[config.mk]
export PLATFORM = sky130hd
export DESIGN_NAME = multiword_adder
export DESIGN_NICKNAME = d
export VERILOG_FILES = /design/src/rtl/multiword_adder_pkg.sv /design/src/rtl/CLA_32bit.sv /design/src/rtl/multiword_adder.sv
export SDC_FILE = /design/constraint.sdc
export NUM_CORES = 1
export LEC_CHECK = 0
export CAP_MARGIN = 20
export CORE_ASPECT_RATIO = 0.6
export CORE_UTILIZATION = 54
export CTS_BUF_LIST = sky130_fd_sc_hd__clkbuf_4 sky130_fd_sc_hd__clkbuf_8 sky130_fd_sc_hd__clkbuf_16
export CTS_CLUSTER_DIAMETER = 30
export DETAILED_ROUTE_END_ITERATION = 10
export HOLD_SLACK_MARGIN = 0.1
export PLACE_DENSITY = 0.89
export SYNTH_ARGS = -nofsm -noshare
export SYNTH_HDL_FRONTEND = slang
export SYNTH_SLANG_ARGS = --single-unit
export TNS_END_PERCENT = 10
[constraint.sdc]
create_clock -name clk -period 9.61 [get_ports clk]
set_input_delay 1.922 -clock clk [delete_from_list [all_inputs] [get_ports clk]]
set_output_delay 1.922 -clock clk [all_outputs]
set_load 0.01 [all_outputs]
[src/rtl/multiword_adder_pkg.sv]
// Shared definitions for the multi-word adder: datapath word width and the sequencer state encoding.
package multiword_adder_pkg;

  localparam int WORD_W = 32;

  typedef enum logic [1:0] {
    IDLE,
    RUN,
    DONE
  } state_t;

endpackage

[src/rtl/CLA_32bit.sv]
// 32-bit carry-lookahead adder: full lookahead inside each 4-bit group, group carries ripple upward.
module CLA_32bit
  import multiword_adder_pkg::*;
(
  input  logic [WORD_W-1:0] a,
  input  logic [WORD_W-1:0] b,
  input  logic              cin,
  output logic [WORD_W-1:0] sum,
  output logic              cout
);

  logic [WORD_W-1:0] g;
  logic [WORD_W-1:0] p;
  logic [WORD_W:0]   c;

  always_comb begin
    g    = a & b;
    p    = a ^ b;
    c    = '0;
    c[0] = cin;
    for (int i = 0; i < WORD_W; i += 4) begin
      c[i+1] = g[i] | (p[i] & c[i]);
      c[i+2] = g[i+1] | (p[i+1] & g[i]) | (p[i+1] & p[i] & c[i]);
      c[i+3] = g[i+2] | (p[i+2] & g[i+1]) | (p[i+2] & p[i+1] & g[i])
             | (p[i+2] & p[i+1] & p[i] & c[i]);
      c[i+4] = g[i+3] | (p[i+3] & g[i+2]) | (p[i+3] & p[i+2] & g[i+1])
             | (p[i+3] & p[i+2] & p[i+1] & g[i])
             | (p[i+3] & p[i+2] & p[i+1] & p[i] & c[i]);
    end
    sum  = p ^ c[WORD_W-1:0];
    cout = c[WORD_W];
  end

endmodule

[src/rtl/multiword_adder.sv]
// Wide unsigned adder: streams WORDS 32-bit words through one CLA, LSW first, with a registered carry.
module multiword_adder
  import multiword_adder_pkg::*;
#(
  parameter int WORDS = 2
) (
  input  logic                    clk,
  input  logic                    rst_n,
  input  logic                    in_valid,
  output logic                    in_ready,
  input  logic [WORD_W*WORDS-1:0] a,
  input  logic [WORD_W*WORDS-1:0] b,
  input  logic                    cin,
  output logic                    out_valid,
  input  logic                    out_ready,
  output logic [WORD_W*WORDS-1:0] sum,
  output logic                    cout
);

  localparam int                 IDX_W    = (WORDS > 1) ? $clog2(WORDS) : 1;
  localparam int                 TOT_W    = WORD_W * WORDS;
  localparam logic [IDX_W-1:0]   LAST_IDX = IDX_W'(WORDS - 1);

  state_t             state_q, state_d;
  logic [IDX_W-1:0]   idx_q, idx_d;
  logic               carry_q, carry_d;
  logic               cout_q, cout_d;
  logic [TOT_W-1:0]   a_q, a_d;
  logic [TOT_W-1:0]   b_q, b_d;
  logic [TOT_W-1:0]   sum_q, sum_d;

  logic [WORD_W-1:0]  cla_a;
  logic [WORD_W-1:0]  cla_b;
  logic [WORD_W-1:0]  cla_sum;
  logic               cla_cout;

  assign cla_a = a_q[WORD_W*int'(idx_q) +: WORD_W];
  assign cla_b = b_q[WORD_W*int'(idx_q) +: WORD_W];

  CLA_32bit u_cla (
    .a    (cla_a),
    .b    (cla_b),
    .cin  (carry_q),
    .sum  (cla_sum),
    .cout (cla_cout)
  );

  always_comb begin
    state_d = state_q;
    idx_d   = idx_q;
    carry_d = carry_q;
    cout_d  = cout_q;
    a_d     = a_q;
    b_d     = b_q;
    sum_d   = sum_q;
    case (state_q)
      IDLE: begin
        if (in_valid) begin
          a_d     = a;
          b_d     = b;
          carry_d = cin;
          idx_d   = '0;
          state_d = RUN;
        end
      end
      RUN: begin
        sum_d[WORD_W*int'(idx_q) +: WORD_W] = cla_sum;
        carry_d = cla_cout;
        if (idx_q == LAST_IDX) begin
          cout_d  = cla_cout;
          state_d = DONE;
        end else begin
          idx_d = idx_q + IDX_W'(1);
        end
      end
      DONE: begin
        if (out_ready) begin
          state_d = IDLE;
        end
      end
      default: state_d = IDLE;
    endcase
  end

  always_ff @(posedge clk or negedge rst_n) begin
    if (!rst_n) begin
      state_q <= IDLE;
      idx_q   <= '0;
      carry_q <= 1'b0;
      cout_q  <= 1'b0;
      sum_q   <= '0;
    end else begin
      state_q <= state_d;
      idx_q   <= idx_d;
      carry_q <= carry_d;
      cout_q  <= cout_d;
      sum_q   <= sum_d;
    end
  end

  // Operand registers only load on acceptance, so they need no reset.
  always_ff @(posedge clk) begin
    a_q <= a_d;
    b_q <= b_d;
  end

  assign in_ready  = (state_q == IDLE);
  assign out_valid = (state_q == DONE);
  assign sum       = sum_q;
  assign cout      = cout_q;

endmodule
==> flow_summary.yaml <==
run_status:
  outcome: "finished with violations"
  violations: "design-rule violations"
global_route:
  grt_pass1_vias: 6175
  grt-busiest-layer: "met2"
  grt_overflow_total: 0
  grt_max_degree: 81
  grt_use_met2_pct: 41.6
  grt_pass1_wl_mm: 33.0
  grtUsageMet1_pct: 35.9
  antenna_found_initial: 0
  gr-usage-met3_pct: 5.38
  gr-usage-all-layers_pct: 25.9
clock_tree:
  cts_tree: "built"
  cts_buffers: 17
  clk_latency_ns: 0.43
  cts_max_path_buffers: 2
  holdBufCountCts: 0
  ctsResizeCount: 0
  clk_pin_slew_ns: 0.07
  ctsHtreeMaxLevel: 4
  cts_root_buf: "clkbuf_16"
  cts.sinks: 197
  post_cts_buffers: 0
critical_path:
  arrival_ns: 4.79
  r2r-start: "idx_q$_DFFE_PN0P_"
  required_ns: 9.89
  crit_start: "idx_q$_DFFE_PN0P_"
  critPathCaptureType: "flip-flop"
  path_max_fanout: 37
  start_kind: "flip-flop"
  crit_type: "reg -> reg"
placement:
  dpl.hpwl_mm: 14.5
  io_buffers: 199
  dpl_cell_area_um2: 10900
  preCtsSetupSlack_ns: 5.03
  gp_congestion: 0.851
logic_synthesis:
  synthCells: 650
  synth_top_family_by_area: "simple AND/OR/NAND/NOR gates"
  ys.warnings.count: 0
  synthFlopType: "edfxtp_1"
  ys_seq_elements: 197
  synth-xor-area-share_pct: 1.71
  synth_fa_ha_area_share_pct: 6.43
  syn_nets: 823
  synth_compound_area_share_pct: 8.71
  synth_edf_count: 128
  synthMuxAreaShare_pct: 8.26
  synthSimpleGateAreaFrac_pct: 9.80
  synthDistinctLibCells: 50
  yosysSeqAreaShare_pct: 63.9
  syn_area_um2: 8720
  async_flop_share_pct: 35.0
  synth.avg_cell_area_um2: 13.4
timing:
  max_freq_ghz: 0.222
  drv_slew: 0
  rsz0062_at_grt: "no"
  setup_ws_ns: 5.10
  period_needed_ns: 4.51
  finalSetupViolations: 0
  fin_setup_tns_ns: 0
  worst_pin_slew_ns: 1.03
  hold_viol: 0
  fin_skew_ns: 0.0137
  slew-limit-headroom_pct: 31.4
  finalCritPeriodShare_pct: 46.9
floorplanning:
  num_rows: 35
  pin_count: 200
  core-area_um2: 15500
  die_y_um: 100
  start_util_pct: 56.1
  die_area_um2: 16700
  die_w_um: 166
routing:
  vias: 6064
  drt-initial-drc-count: 583
  drt-total-wl_mm: 20.7
  ant_nets: 0
  drc: 14
  wl_per_cell_um: 19.4
  viasPerCell: 5.68
  drt_pass1_iterations: 8
power:
  switching_power_uw: 1590
  seqPwrFrac_pct: 33.8
  sw_frac_of_total_pct: 39.1
  intPower_uw: 2470
  pwr-share-comb_pct: 49.5
  max-vdd-ir-drop_uv: 180
  p_leak_uw: 0.00445
  clkPwrFrac_pct: 16.8
  p_per_area_nw_per_um2: 353
cells_and_area:
  antenna_cells: 0
  layout-drive-gt1-share_pct: 14.0
  areaGrowthSynthToFinish_pct: 31.9
  layout_common_cells: "clkdlybuf4s50_1, edfxtp_1, nand2_1"
  stdcell_area_um2: 11500
  layout_commonest_cell: "clkdlybuf4s50_1"
  final_util_pct: 74.0
  fillers: 984
  fin_nets: 1024
run:
  cap_violations: 0
hold_path:
  worstHoldPathType: "reg -> reg"
  hp-start: "sum[28]$_DFFE_PN0P_"
worst paths after layout:
path	to	slack, ns	cells after the start
max	sum[61]$_DFFE_PN0P_	5.10	13
min	sum[28]$_DFFE_PN0P_	0.47	2
max reg2reg	sum[61]$_DFFE_PN0P_	5.10	13
min reg2reg	sum[28]$_DFFE_PN0P_	0.47	2
max in group asynchronous	idx_q$_DFFE_PN0P_	7.34	1
min in group asynchronous	state_q[0]$_DFFE_PN0P_	1.61	1
registers in the layout (all words and copies together), names as in the netlist:
signal / count
sum: 64
cout: 1
state_q: 2
idx_q: 1
carry_q: 1
b_q: 64
a_q: 64
stage by stage:
stage	hold slack [ns]	total power (uW)	instances
6_report	0.474	4060	1067
5_1_grt	0.511	4320	1067
4_1_cts	0.480	4050	1067
3_5_place_dp	0.464	3350	1035
3_3_place_gp	0.461	3240	1035
2_1_floorplan	0.514	2650	650
cell families after synthesis:
family,count (synthesis)
compound gates,121
xor+xnor,17
fa+ha+maj,40
buf+inv,29
flops,197
mux,64
simple gates,182
worst max-delay path, stage by stage, from the launching register on:
cell and delay, ns:
dfrtp_2 0.88, buf_4 0.54, mux2_2 0.40, ha_1 0.35
a21oi_1 0.16, o21ai_0 0.11, a221oi_2 0.41, nor2_1 0.13
a211oi_2 0.40, a211o_1 0.20, nand2_1 0.07, fa_1 0.38
xnor2_1 0.19, o21ai_0 0.10
synthesized netlist by cell type, types with 7 or more instances:
cell | instances | share of area, %
o31ai_1 | 7 | 0.60
nand2b_1 | 12 | 0.86
nand2_1 | 101 | 4.3
nand3_1 | 7 | 0.40
a21oi_1 | 30 | 1.7
edfxtp_1 | 128 | 44
dfrtp_1 | 69 | 20
mux2_2 | 64 | 8.3
a21o_1 | 11 | 0.95
xnor2_1 | 11 | 1.1
clkbuf_1 | 21 | 0.90
o21ai_0 | 45 | 2.6
ha_1 | 32 | 4.6
fa_1 | 8 | 1.8
nor2_1 | 24 | 1.0
power by group through the flow:
stage	combinational, uW	clock, uW	sequential (uW)
6_report	2010	681	1370
5_1_grt	2200	725	1400
4_1_cts	1990	688	1370
3_5_place_dp	1960	0	1390
3_3_place_gp	1870	0	1370
2_1_floorplan	1250	0	1400
final cells by class:
class	instances	area, um2	share of cell area, %
multi-input cells	424	3060	26.6
clock inverters	12	120	1.04
flip-flops and latches	197	5570	48.4
inverters	6	22.5	0.196
repair buffers	205	2030	17.7
clock buffers	20	448	3.89
well taps	203	254	2.21
layer usage:
layer	vias to the layer above	wire (um)
met4	0	364
met3	48	1820
li1	2788	-
met1	2910	9010
met2	318	9500
met5	-	0
Power figures use the tool's default switching activity.
